## src/rtl/pulse_scheduler_if.sv

```systemverilog
// rtl/pulse_scheduler_if.sv - requester/channel bundle between trigger logic and pulse_scheduler
interface pulse_scheduler_if #(
   parameter int NUM_REQ = 4,
   parameter int LEN_W   = 16
) ();
   logic [NUM_REQ-1:0]         req;
   logic [NUM_REQ*LEN_W-1:0]   len;
   logic [NUM_REQ-1:0]         grant;
   logic [NUM_REQ-1:0]         done;
   logic                       pulse;
   logic [$clog2(NUM_REQ)-1:0] owner;
   logic                       busy;

   modport master (output req, len, input grant, done, pulse, owner, busy);
   modport slave  (input req, len, output grant, done, pulse, owner, busy);
endinterface

```

## src/rtl/pulse_scheduler.sv

```systemverilog
// rtl/pulse_scheduler.sv - round-robin owner of one shared pulse line, exact-length pulses
// Define PULSE_SCHED_GAP_EN to force GAP_CYCLES low cycles after every pulse.
module pulse_scheduler #(
   parameter int NUM_REQ    = 4,
   parameter int LEN_W      = 16,
   parameter int GAP_CYCLES = 2
) (
   input  logic              clk,
   input  logic              rst_n,
   pulse_scheduler_if.slave  bus
);
   localparam int OW = $clog2(NUM_REQ);
   localparam logic [NUM_REQ-1:0] ONE = NUM_REQ'(1);

   if (NUM_REQ < 2 || NUM_REQ > 8 || GAP_CYCLES < 0) begin : g_bad_cfg
      $error("pulse_scheduler: unsupported NUM_REQ or GAP_CYCLES");
   end

`ifdef PULSE_SCHED_GAP_EN
   typedef enum logic [1:0] {S_IDLE, S_PULSE, S_GAP} state_t;
   localparam int GW = (GAP_CYCLES > 2) ? $clog2(GAP_CYCLES) : 1;
   logic [GW-1:0] gcnt;
`else
   typedef enum logic [1:0] {S_IDLE, S_PULSE} state_t;
`endif

   state_t              state;
   logic [LEN_W-1:0]    cnt;
   logic [OW-1:0]       last;
   logic [OW-1:0]       owner_q;
   logic [NUM_REQ-1:0]  grant_q;
   logic [NUM_REQ-1:0]  done_q;
   logic                pulse_q;
   logic                busy_q;

   logic [OW-1:0]       winner;
   logic [OW-1:0]       idx_s;
   logic                found;
   logic [LEN_W-1:0]    win_len;
   int                  idx;

   // Search starts just past the previous owner so it becomes lowest priority.
   always_comb begin
      winner = last;
      found  = 1'b0;
      idx    = 0;
      idx_s  = '0;
      for (int k = 1; k <= NUM_REQ; k++) begin
         idx = int'(last) + k;
         if (idx >= NUM_REQ) idx = idx - NUM_REQ;
         idx_s = OW'(idx);
         if (!found && bus.req[idx_s]) begin
            winner = idx_s;
            found  = 1'b1;
         end
      end
      win_len = bus.len[int'(winner)*LEN_W +: LEN_W];
   end

   always_ff @(posedge clk or negedge rst_n) begin
      if (!rst_n) begin
         state   <= S_IDLE;
         cnt     <= '0;
         last    <= OW'(NUM_REQ-1);
         owner_q <= '0;
         grant_q <= '0;
         done_q  <= '0;
         pulse_q <= 1'b0;
         busy_q  <= 1'b0;
`ifdef PULSE_SCHED_GAP_EN
         gcnt    <= '0;
`endif
      end else begin
         done_q <= '0;
         case (state)
            S_IDLE: begin
               if (found) begin
                  // Loading len-1 makes the high time exactly len; zero clamps to one.
                  cnt     <= (win_len == '0) ? '0 : win_len - 1'b1;
                  grant_q <= ONE << winner;
                  owner_q <= winner;
                  pulse_q <= 1'b1;
                  busy_q  <= 1'b1;
                  state   <= S_PULSE;
               end
            end
            S_PULSE: begin
               if (cnt != '0) begin
                  cnt <= cnt - 1'b1;
               end else begin
                  pulse_q <= 1'b0;
                  grant_q <= '0;
                  done_q  <= ONE << owner_q;
                  last    <= owner_q;
`ifdef PULSE_SCHED_GAP_EN
                  if (GAP_CYCLES == 0) begin
                     busy_q <= 1'b0;
                     state  <= S_IDLE;
                  end else begin
                     gcnt  <= GW'(GAP_CYCLES - 1);
                     state <= S_GAP;
                  end
`else
                  busy_q <= 1'b0;
                  state  <= S_IDLE;
`endif
               end
            end
`ifdef PULSE_SCHED_GAP_EN
            S_GAP: begin
               if (gcnt == '0) begin
                  busy_q <= 1'b0;
                  state  <= S_IDLE;
               end else begin
                  gcnt <= gcnt - 1'b1;
               end
            end
`endif
            default: state <= S_IDLE;
         endcase
      end
   end

   assign bus.grant = grant_q;
   assign bus.done  = done_q;
   assign bus.pulse = pulse_q;
   assign bus.owner = owner_q;
   assign bus.busy  = busy_q;
endmodule

```

## src/flat_wrapper.sv

```systemverilog
// flat-port wrapper written by rule: the top's interface ports become plain ports
module pulse_scheduler_flat 
#(
   parameter int NUM_REQ    = 4,
   parameter int LEN_W      = 16,
   parameter int GAP_CYCLES = 2
)
  (clk, rst_n, bus_req, bus_len, bus_grant, bus_done, bus_pulse, bus_owner, bus_busy);
  pulse_scheduler_if #(.NUM_REQ(NUM_REQ), .LEN_W(LEN_W)) bus_i ();
  input  logic clk;
  input  logic rst_n;
  input wire logic [$bits(bus_i.req)-1:0] bus_req;
  input wire logic [$bits(bus_i.len)-1:0] bus_len;
  output wire logic [$bits(bus_i.grant)-1:0] bus_grant;
  output wire logic [$bits(bus_i.done)-1:0] bus_done;
  output wire logic [$bits(bus_i.pulse)-1:0] bus_pulse;
  output wire logic [$bits(bus_i.owner)-1:0] bus_owner;
  output wire logic [$bits(bus_i.busy)-1:0] bus_busy;
  assign bus_i.req = bus_req;
  assign bus_i.len = bus_len;
  assign bus_grant = bus_i.grant;
  assign bus_done = bus_i.done;
  assign bus_pulse = bus_i.pulse;
  assign bus_owner = bus_i.owner;
  assign bus_busy = bus_i.busy;
  pulse_scheduler #(.NUM_REQ(NUM_REQ), .LEN_W(LEN_W), .GAP_CYCLES(GAP_CYCLES)) u_core (.clk(clk), .rst_n(rst_n), .bus(bus_i));
endmodule
```

## config.mk

```make
export PLATFORM = sky130hd
export DESIGN_NAME = pulse_scheduler_flat
export DESIGN_NICKNAME = d
export VERILOG_FILES = /design/src/rtl/pulse_scheduler_if.sv /design/src/rtl/pulse_scheduler.sv /design/src/flat_wrapper.sv
export SDC_FILE = /design/constraint.sdc
export NUM_CORES = 1
export LEC_CHECK = 0
export BUFFER_PORTS_ARGS = -buffer_cell sky130_fd_sc_hd__buf_4
export CORE_MARGIN = 3
export CORE_UTILIZATION = 39
export DETAILED_ROUTE_END_ITERATION = 12
export MAX_ROUTING_LAYER = met4
export PLACE_DENSITY = 0.69
export SYNTH_ARGS = -nofsm -noshare
export SYNTH_HDL_FRONTEND = slang
export SYNTH_SLANG_ARGS = --single-unit
```

## constraint.sdc

```tcl
create_clock -name clk -period 7.9 [get_ports clk]
set_input_delay 0.79 -clock clk [delete_from_list [all_inputs] [get_ports clk]]
set_output_delay 0.79 -clock clk [all_outputs]
set_load 0.05 [all_outputs]
```

* Word level (Yosys, flattened, before mapping) *
Cells that the tools add are included.

storage, ports and cells
  flip-flop bits (word level) = 31
  latch bits = 0
  RAM bits = 0
  memory bits (read-only) = 0
  input bits = 70
  output and inout bits = 12
  logic and storage cells = 83
  memories = 0

cells by class
  add/subtract/negate cells = 10
  $mul = 0
  divide/modulo/power cells = 0
  $lt $le $gt $ge = 8
  equality and inequality tests = 4
  shift-type cells = 3
  mux-type cells = 35
  bitwise operators = 1
  reductions and logical operators = 15

operator list
  cell                                                                                 number
  64-bit by 7-bit variable part select with 16-bit output                              1
  16-bit 2-to-1 mux                                                                    3
  16-bit one-hot mux with 2 select lines                                               1
  16-bit by 1-bit subtractor with 16-bit output, second input constant                 2
  2-bit 2-to-1 mux                                                                     10
  16-bit logical NOT                                                                   1
  4-bit 2-to-1 mux                                                                     4
  16-bit nonzero test                                                                  1
  2-bit by 3-bit less-than comparator with 1-bit output, second input constant         4
  1-bit 2-to-1 mux                                                                     10
  3-bit greater-or-equal comparator, second input constant                             3
  1-bit binary-select mux with 2-bit select                                            4
  4-bit one-hot mux with 2 select lines                                                1
  1-bit by 2-bit << shifter with 4-bit output, first input constant                    2
  2-bit by 1-bit subtractor with 2-bit output, second input constant                   4
  2-bit by 2-bit adder with 3-bit output, second input constant                        2
  2-bit AND reduction                                                                  3
  3-bit AND reduction                                                                  2
  2-bit by 3-bit adder with 4-bit output, second input constant                        1
  4-bit by 3-bit greater-or-equal comparator with 1-bit output, second input constant  1
  2-bit by 1-bit inequality test with 1-bit output, second input constant              2
  2-bit one-hot mux with 2 select lines                                                1
  2-bit by 1-bit adder with 3-bit output, second input constant                        1
  1-bit logical AND                                                                    3
  other kinds (7)                                                                      9

* Longest topological paths before layout *
Gate-level depths: netlist of the first run.

  word-level depth = 20
  gate-level depth with buffers = 16
  mapped depth without buffers = 11

* Least setup slack after synthesis of the first run *
No wires, ideal clock.

  kind = input -> register
  start = input bus_req[3]
  end = register u_core.cnt[12]
  setup time = 0.138 ns
  arrival time = 3.454 ns
  data required time = 7.762 ns
  path slack = 4.308 ns
  stages = 15
  path buffers = 5
  cell sequence = nand2_1 > a21o_1 > and3_1 > buf_6 > buf_6 > buf_2 > buf_2 > mux2i_1 > a22o_1 > ha_1 > nand3_1 > nor4_2 > nand2b_1 > buf_4 > o221ai_1

between the ends
  word-level cells in the longest chain between the ends = 17
  elaborated cells between the ends (all ways) = 30
  classes of those cells = add/sub: 1; eq/ne: 1; shift: 1; mux: 19; reduce/logical: 8

ends and longest elaborated chain
  what                                                                                 RTL line               RTL
  start, declared                                                                      flat_wrapper.sv:12     input wire logic [$bits(bus_i.req)-1:0] bus_req;
  1-bit binary-select mux with 2-bit select                                            pulse_scheduler.sv:52  if (!found && bus.req[idx_s]) begin
  1-bit 2-to-1 mux (not written as such)                                               pulse_scheduler.sv:52
  1-bit 2-to-1 mux                                                                     pulse_scheduler.sv:52
  1-bit logical NOT                                                                    pulse_scheduler.sv:52
  1-bit logical AND                                                                    pulse_scheduler.sv:52
  1-bit 2-to-1 mux                                                                     pulse_scheduler.sv:52
  1-bit logical NOT                                                                    pulse_scheduler.sv:52
  1-bit logical AND                                                                    pulse_scheduler.sv:52
  1-bit 2-to-1 mux                                                                     pulse_scheduler.sv:52
  1-bit logical NOT                                                                    pulse_scheduler.sv:52
  1-bit logical AND                                                                    pulse_scheduler.sv:52
  2-bit 2-to-1 mux                                                                     pulse_scheduler.sv:52
  64-bit by 7-bit variable part select with 16-bit output                              pulse_scheduler.sv:57  win_len = bus.len[int'(winner)*LEN_W +: LEN_W];
  16-bit by 1-bit subtractor with 16-bit output or 16-bit logical NOT (tied branches)  pulse_scheduler.sv:79  cnt <= (win_len == '0) ? '0 : win_len - 1'b1;
  16-bit 2-to-1 mux                                                                    pulse_scheduler.sv:79
  16-bit 2-to-1 mux                                                                    pulse_scheduler.sv:77  if (found) begin
  16-bit one-hot mux with 2 select lines                                               pulse_scheduler.sv:75  case (state)
  end signal, assigned                                                                 pulse_scheduler.sv:79
  end signal, assigned                                                                 pulse_scheduler.sv:89  cnt <= cnt - 1'b1;
  end, declared                                                                        pulse_scheduler.sv:28  logic [LEN_W-1:0] cnt;

Several ways; a longest one is shown, not always the timed one. The select of a mux whose other input is x is not followed.
A chain may end at the register's enable or synchronous reset.

* Worst setup path after layout of the first run *
  start = register u_core.last[1]
  end = register u_core.cnt[12]

between the ends
  word-level cells in the longest chain between the ends = 20
  elaborated cells between the ends (all ways) = 46
  classes of those cells = add/sub: 9; order compare: 4; eq/ne: 1; shift: 1; mux: 23; reduce/logical: 8

ends and longest elaborated chain
  what                                                                                              RTL line               RTL
  start, declared                                                                                   pulse_scheduler.sv:29  logic [OW-1:0] last;
  start signal, assigned                                                                            pulse_scheduler.sv:64  last <= OW'(NUM_REQ-1);
  start signal, assigned                                                                            pulse_scheduler.sv:94  last <= owner_q;
  2-bit by 1-bit adder with 3-bit output                                                            pulse_scheduler.sv:49  idx = int'(last) + k;
  3-bit greater-or-equal comparator or 2-bit by 1-bit subtractor with 2-bit output (tied branches)  pulse_scheduler.sv:50  if (idx >= NUM_REQ) idx = idx - NUM_REQ;
  2-bit 2-to-1 mux                                                                                  pulse_scheduler.sv:50
  1-bit binary-select mux with 2-bit select                                                         pulse_scheduler.sv:52
  1-bit 2-to-1 mux (not written as such)                                                            pulse_scheduler.sv:52
  1-bit 2-to-1 mux                                                                                  pulse_scheduler.sv:52
  1-bit logical NOT                                                                                 pulse_scheduler.sv:52
  1-bit logical AND                                                                                 pulse_scheduler.sv:52
  [... 4 more ...]                                                                                  --
  1-bit logical NOT                                                                                 pulse_scheduler.sv:52
  1-bit logical AND                                                                                 pulse_scheduler.sv:52
  2-bit 2-to-1 mux                                                                                  pulse_scheduler.sv:52
  64-bit by 7-bit variable part select with 16-bit output                                           pulse_scheduler.sv:57
  16-bit by 1-bit subtractor with 16-bit output or 16-bit logical NOT (tied branches)               pulse_scheduler.sv:79
  16-bit 2-to-1 mux                                                                                 pulse_scheduler.sv:79
  16-bit 2-to-1 mux                                                                                 pulse_scheduler.sv:77
  16-bit one-hot mux with 2 select lines                                                            pulse_scheduler.sv:75

Several ways; a longest one is shown, not always the timed one. The select of a mux whose other input is x is not followed.

==> out/metrics.cfg, run 1 <==
[outcome]
status=finished clean

[place]
placedCellCount=442
portBuffers=81
gp_congestion=0.826
place_area_um2=3000
hpwl_um=5280

[worst_setup_path]
critical_path_class=reg2reg
worst_setup_path_start_kind=flop
rr_endpoint=u_core.cnt[12]$_DFFE_PN0P_
cp_slowest_stage_delay_ps=620
cp_cell_sequence=nand2_1 > a31oi_2 > nand2_2 > a21oi_1 > a22o_1 > ha_1 > nand3_1 > nor4_2 > nand2b_1 > o221ai_1
cpLargestDelayFamily=simple AND/OR/NAND/NOR gates
rrSetupSlack_ps=4050
cp.required_ps=8030
crit_buf_inv=0
crit_path_top_delay_cell=dfstp_2
crit_path_end_kind=flop
r2r-start=u_core.last[1]$_DFFE_PN1P_
cp_max_fo=25
cp.arrival_ps=3980
reg2regPathDepth=10

[drt]
drc=0
vias=2520
routedWlPerCell_um=15.0
firstDrtPassIters=4
wl_um=6750
dr.first_iter.drc_count=157
via_per_inst=5.60
ant_nets=0

[timing]
min_period_over_period_pct=48.7
finalMaxSlewViolations=0
finalSetupViolCount=0
worst_slew_pin_slew_ps=679
hold_violations=0
finalSetupTns_ps=0
relSlewSlack_pct=54.6
fin_worst_skew_ps=4.95
rsz0062_at_grt=false
fin_hold_ws_ps=419
max_clock_freq_ghz=0.260
min_period_ps=3850

[finish]
layout-drive-gt1-share_pct=28.0
nets=449
stdcell_count=450
fin_area_um2=3090
antenna_cells=0
layout_common_cells=buf_4 (83), nand2_1 (38), dfrtp_1 (27)
layout_commonest_cell=buf_4
fillCellCount=548
area_delta_synth_final_pct=29.7
utilization_pct=54.1

[floorplan]
start_util_pct=41.7
dieArea_um2=7080
num_rows=27
io_pins=82
dieWidth_um=84.2
die_h_um=84.2
coreArea_um2=5710

[global_routing]
grt.overflow.total=0
track_usage_pct=19.8
grt_pass1_wl_um=11300
grt_max_degree=30
grt_pass1_vias=2366
grt_antenna_before_repair=0

[logic_synthesis]
yosysWarnings=0
ys_seq_elements=29
synthFlopType=dfrtp_1
syn_area_per_cell_um2=7.89
synth_nets=374
syn_area_um2=2380
synth-edff-count=0
yosysSeqAreaShare_pct=30.6
synthCells=302
synthArstFlopShare_pct=100
synth.distinct_cells=53

[hold_path]
hold_class=in2async

[job]
maxCapViolCount=0

[power]
power_density_nw_per_um2=166
leakage_nw=1.37
vdd_drop_max_mv=0.0946

[clock_network]
clockRootBuffer=clkbuf_8
hold_buffers=0
cts_resized=0
cts_sinks=29
post_cts_buffers=0
numCtsBuffers=5
h-tree-depth=2
clk_pin_slew_ps=60
clock_latency_ps=280
clock_path_buffers=2
cts_tree=yes

## where the power goes
| part | total [mW] | internal [mW] | switching, mW |
|---|---|---|---|
| Combinational | 0.179 | 0.0870 | 0.0917 |
| Sequential | 0.217 | 0.184 | 0.0333 |
| Clock | 0.116 | 0.0605 | 0.0558 |
## metal layers
metal / up-vias / global-route usage, % / wire length, um
li1: 1260 / - / -
met4: 0 / 6.14 / 112
met1: 1171 / 27.1 / 3210
met2: 81 / 30.1 / 3090
met5: - / - / 0
met3: 8 / 3.04 / 336
## area by class of cell
type / count / area [um^2] / share of cell area, %
Clock buffer: 5 / 68.8 / 2.23
Clock inverter: 3 / 17.5 / 0.567
Inverter: 7 / 26.3 / 0.851
Multi-Input combinational cell: 251 / 1540 / 49.7
Sequential cell: 29 / 728 / 23.6
Tap cell: 72 / 90.1 / 2.92
Timing Repair Buffer: 83 / 623 / 20.2
## through the flow
stage / worst slack (ps) / power (mW)
3_5_place_dp: 3820 / 0.396
2_1_floorplan: 4310 / 0.332
4_1_cts: 4070 / 0.513
3_3_place_gp: 3970 / 0.391
5_1_grt: 3710 / 0.550
6_report: 4050 / 0.512
## Yosys cell counts, types with 6 or more instances
| cell type | n | share of area, % |
|---|---|---|
| a21oi_1 | 17 | 3.6 |
| a22oi_1 | 10 | 3.2 |
| clkbuf_1 | 7 | 1.1 |
| dfrtp_1 | 27 | 28 |
| mux2i_1 | 18 | 7.6 |
| nand2_1 | 38 | 6.0 |
| nand2b_1 | 7 | 1.8 |
| nand3_1 | 23 | 4.8 |
| nor2_1 | 18 | 2.8 |
| nor3_1 | 15 | 3.2 |
| nor4_1 | 6 | 1.6 |
| o21ai_0 | 21 | 4.4 |
| o21ai_1 | 10 | 2.1 |
| xnor2_1 | 12 | 4.4 |
## flip-flops by register name (all words and copies together) (netlist names)
| name | flops |
|---|---|
| u_core.last | 2 |
| u_core.cnt | 16 |
| u_core.bus.pulse | 1 |
| u_core.bus.grant | 4 |
| u_core.bus.done | 4 |
| u_core.bus.owner | 2 |
## cell families after synthesis
family / count (synthesis) / share of synthesized area, %
compound gates: 84 / 22.3
xor+xnor: 13 / 4.78
fa+ha+maj: 2 / 1.05
buf+inv: 22 / 4.99
flops: 29 / 30.6
mux: 20 / 8.51
simple gates: 132 / 27.8
## worst max path at each step
stage	from	endpoint	slack [ps]	depth (start not counted)
after global placement	bus_req[3]	u_core.cnt[12]$_DFFE_PN0P_	3970	11
after detailed placement	bus_req[3]	u_core.cnt[12]$_DFFE_PN0P_	3820	11
after CTS	u_core.last[1]$_DFFE_PN1P_	u_core.cnt[12]$_DFFE_PN0P_	4070	10
after floorplan	bus_req[3]	u_core.cnt[12]$_DFFE_PN0P_	4310	15
after global routing	u_core.last[1]$_DFFE_PN1P_	u_core.cnt[12]$_DFFE_PN0P_	3710	10
final	u_core.last[1]$_DFFE_PN1P_	u_core.cnt[12]$_DFFE_PN0P_	4050	10
No activity file was read; power rests on OpenSTA's default activity.
==> run 2: changes to the inputs <==
--- a/config.mk
+++ b/config.mk
@@ -10,7 +10,7 @@
 export CORE_UTILIZATION = 39
 export DETAILED_ROUTE_END_ITERATION = 12
 export MAX_ROUTING_LAYER = met4
-export PLACE_DENSITY = 0.69
+export PLACE_DENSITY = 0.71
 export SYNTH_ARGS = -nofsm -noshare
 export SYNTH_HDL_FRONTEND = slang
 export SYNTH_SLANG_ARGS = --single-unit
==> constraint.sdc (replaced) <==
create_clock -name clk -period 3.3 [get_ports clk]
set_input_delay 0.33 -clock clk [delete_from_list [all_inputs] [get_ports clk]]
set_output_delay 0.33 -clock clk [all_outputs]
set_load 0.05 [all_outputs]
==> run 2 against run 1 <==
Net effect:
- power increased to 2.7 times the previous value
- register-to-register slack lost 3900 ps
- core utilization is 3.6 points higher
- first-iteration DRC count is 45% higher
- wire length decreased by 1.6%
- critical path depth unchanged
- count of clock-buffer cells in the layout up 1
- cell count is 4.2% higher
- clock skew up 1.4 ps
- design area is 6.7% higher
- flip-flop and latch count unchanged
- sequential power increased by 140%
- critical path type unchanged
- largest cell class unchanged
==> out/metrics.cfg, run 2 (synthesized netlist as in run 1, its figures left out) <==
[worst_setup_path]
cp.required_ps=3520  ; -4510 ps
r2r-start=u_core.last[1]$_DFFE_PN1P_
rrSetupSlack_ps=170  ; -3880 ps
cp_max_fo=31  ; +24%
cp.arrival_ps=3350  ; -630 ps
crit_path_end_kind=flop
cp_slowest_stage_delay_ps=620  ; about the same
rr_endpoint=u_core.cnt[15]$_DFFE_PN0P_
critical_path_class=reg2reg
reg2regPathDepth=10  ; unchanged
cp_cell_sequence=nand2b_1 > a21o_1 > and3_1 > buf_12 > mux2i_1 > a22oi_1 > or4_4 > or2_0 > or4_1 > nand3_1
crit_path_top_delay_cell=dfstp_2
worst_setup_path_start_kind=flop

[timing]
max_clock_freq_ghz=0.319  ; +23%
fin_hold_ws_ps=500  ; +80.3 ps
relSlewSlack_pct=55.9  ; +1.3 points
hold_violations=0  ; unchanged
min_period_ps=3130  ; -720 ps
finalSetupTns_ps=0  ; unchanged
fin_worst_skew_ps=6.38  ; +1.43 ps
finalMaxSlewViolations=0  ; unchanged
rsz0062_at_grt=false
min_period_over_period_pct=94.9  ; +46 points
finalSetupViolCount=0  ; unchanged
layout_setup_ws_ps=169  ; -3880 ps
worst_slew_pin_slew_ps=659  ; -20.1 ps

[finish]
fillCellCount=507  ; -7.5%
area_delta_synth_final_pct=38.3
layout_commonest_cell=buf_4
largest_reg_flops=16  ; unchanged
nets=468  ; +4.2%
antenna_cells=0  ; unchanged
top_register=u_core.cnt
utilization_pct=57.7  ; +3.6 points
layout-drive-gt1-share_pct=32.0  ; +3.9 points
layout_common_cells=buf_4 (100), nand2_1 (38), dfrtp_1 (27)

[clock_network]
cts_tree=yes
clockRootBuffer=clkbuf_8
clock_path_buffers=2  ; unchanged
cts_sinks=29  ; unchanged
h-tree-depth=2  ; unchanged
numCtsBuffers=5  ; unchanged
clock_latency_ps=290  ; about the same
clk_pin_slew_ps=70  ; about the same

[hold_path]
hold_class=in2async

[drt]
routedWlPerCell_um=14.2  ; -5.6%
vias=2580  ; +2.4%
wl_um=6640  ; -1.6%
dr.first_iter.drc_count=228  ; +45%
firstDrtPassIters=5  ; +1
ant_nets=0  ; unchanged
via_per_inst=5.50  ; -1.8%
drc=0  ; unchanged

[floorplan]
io_pins=82  ; unchanged
dieWidth_um=84.2  ; unchanged
coreArea_um2=5710  ; unchanged
start_util_pct=41.7  ; unchanged
dieArea_um2=7080  ; unchanged
num_rows=27  ; unchanged
die_h_um=84.2  ; unchanged

[power]
power_density_nw_per_um2=412  ; +150%
leakage_nw=1.47  ; +7.7%
total_power_mw=1.36  ; +170%
vdd_drop_max_mv=0.295  ; +210%

[place]
place_ws_ps=193  ; -3630 ps
gp_congestion=0.948  ; +15%
hpwl_um=5190  ; -1.8%
portBuffers=81  ; unchanged

[global_routing]
grt_pass1_vias=2559  ; +8.2%
grt_max_degree=32  ; +6.7%
grt_pass1_wl_um=11700  ; +3.3%
grt_antenna_before_repair=0  ; unchanged
track_usage_pct=20.2  ; +0.46 points
grt.overflow.total=0  ; unchanged

[outcome]
status=finished clean

[job]
maxCapViolCount=0  ; unchanged

run 2: changes by cell type in the layout (fill, tap and decap cells not counted), sizes merged:
cell / delta
clkbuf: +1
clkinv: -2
bufinv: +1
dlygate4sd3: +1
buf: +18
run 2: worst max-delay path, delay by kind of cell (launching register included):
family	cells	cell delay, ps
compound gates	2	230
buf+inv	1	210
flops	1	620
mux	1	230
simple gates	6	1760
run 2: stage by stage:
step           cells  area (um^2)
2_1_floorplan    302         2380
3_3_place_gp     460         3150
3_5_place_dp     460         3150
4_1_cts          469         3280
5_1_grt          469         3300
6_report         469         3300
run 2: repair_timing:
| item | 4_1_cts | 5_1_grt |
|---|---|---|
| hold buffers | 1 | 0 |
| buffers inserted | 0 | 0 |
| endpoints found under the hold margin | 27 | 0 |
| setup endpoints to repair | 0 | 4 |
| gates resized for setup | 0 | 3 |
run 2: cell type report:
class / instances / area [um^2] / share of cell area, %
Inverter: 7 / 26.3 / 0.797
Multi-Input combinational cell: 251 / 1550 / 47.0
Sequential cell: 29 / 728 / 22.1
Clock buffer: 6 / 82.6 / 2.51
Tap cell: 72 / 90.1 / 2.73
Timing Repair Buffer: 102 / 781 / 23.7
Clock inverter: 2 / 37.5 / 1.14
run 2: worst max-delay path by stage:
stage,from,endpoint,cells past startpoint
after floorplan,u_core.last[1]$_DFFE_PN1P_,u_core.cnt[12]$_DFFE_PN0P_,16
after global placement,u_core.last[1]$_DFFE_PN1P_,u_core.cnt[2]$_DFFE_PN0P_,11
after detailed placement,u_core.last[1]$_DFFE_PN1P_,u_core.cnt[2]$_DFFE_PN0P_,11
after CTS,u_core.last[1]$_DFFE_PN1P_,u_core.cnt[15]$_DFFE_PN0P_,10
after global routing,u_core.cnt[0]$_DFFE_PN0P_,u_core.cnt[10]$_DFFE_PN0P_,11
final,u_core.last[1]$_DFFE_PN1P_,u_core.cnt[15]$_DFFE_PN0P_,10
run 2: power by group:
part	leakage [nW]	switching, mW	internal [mW]
Clock	0.0574	0.141	0.245
Sequential	0.348	0.0832	0.439
Combinational	1.07	0.226	0.223
run 2: per-layer routing:
layer / track usage, % / up-vias / wire length [um]
met5: - / - / 0
met4: 5.70 / 0 / 71
met3: 2.26 / 6 / 404
met2: 32.4 / 100 / 3140
met1: 27.2 / 1179 / 3020
li1: - / 1295 / -
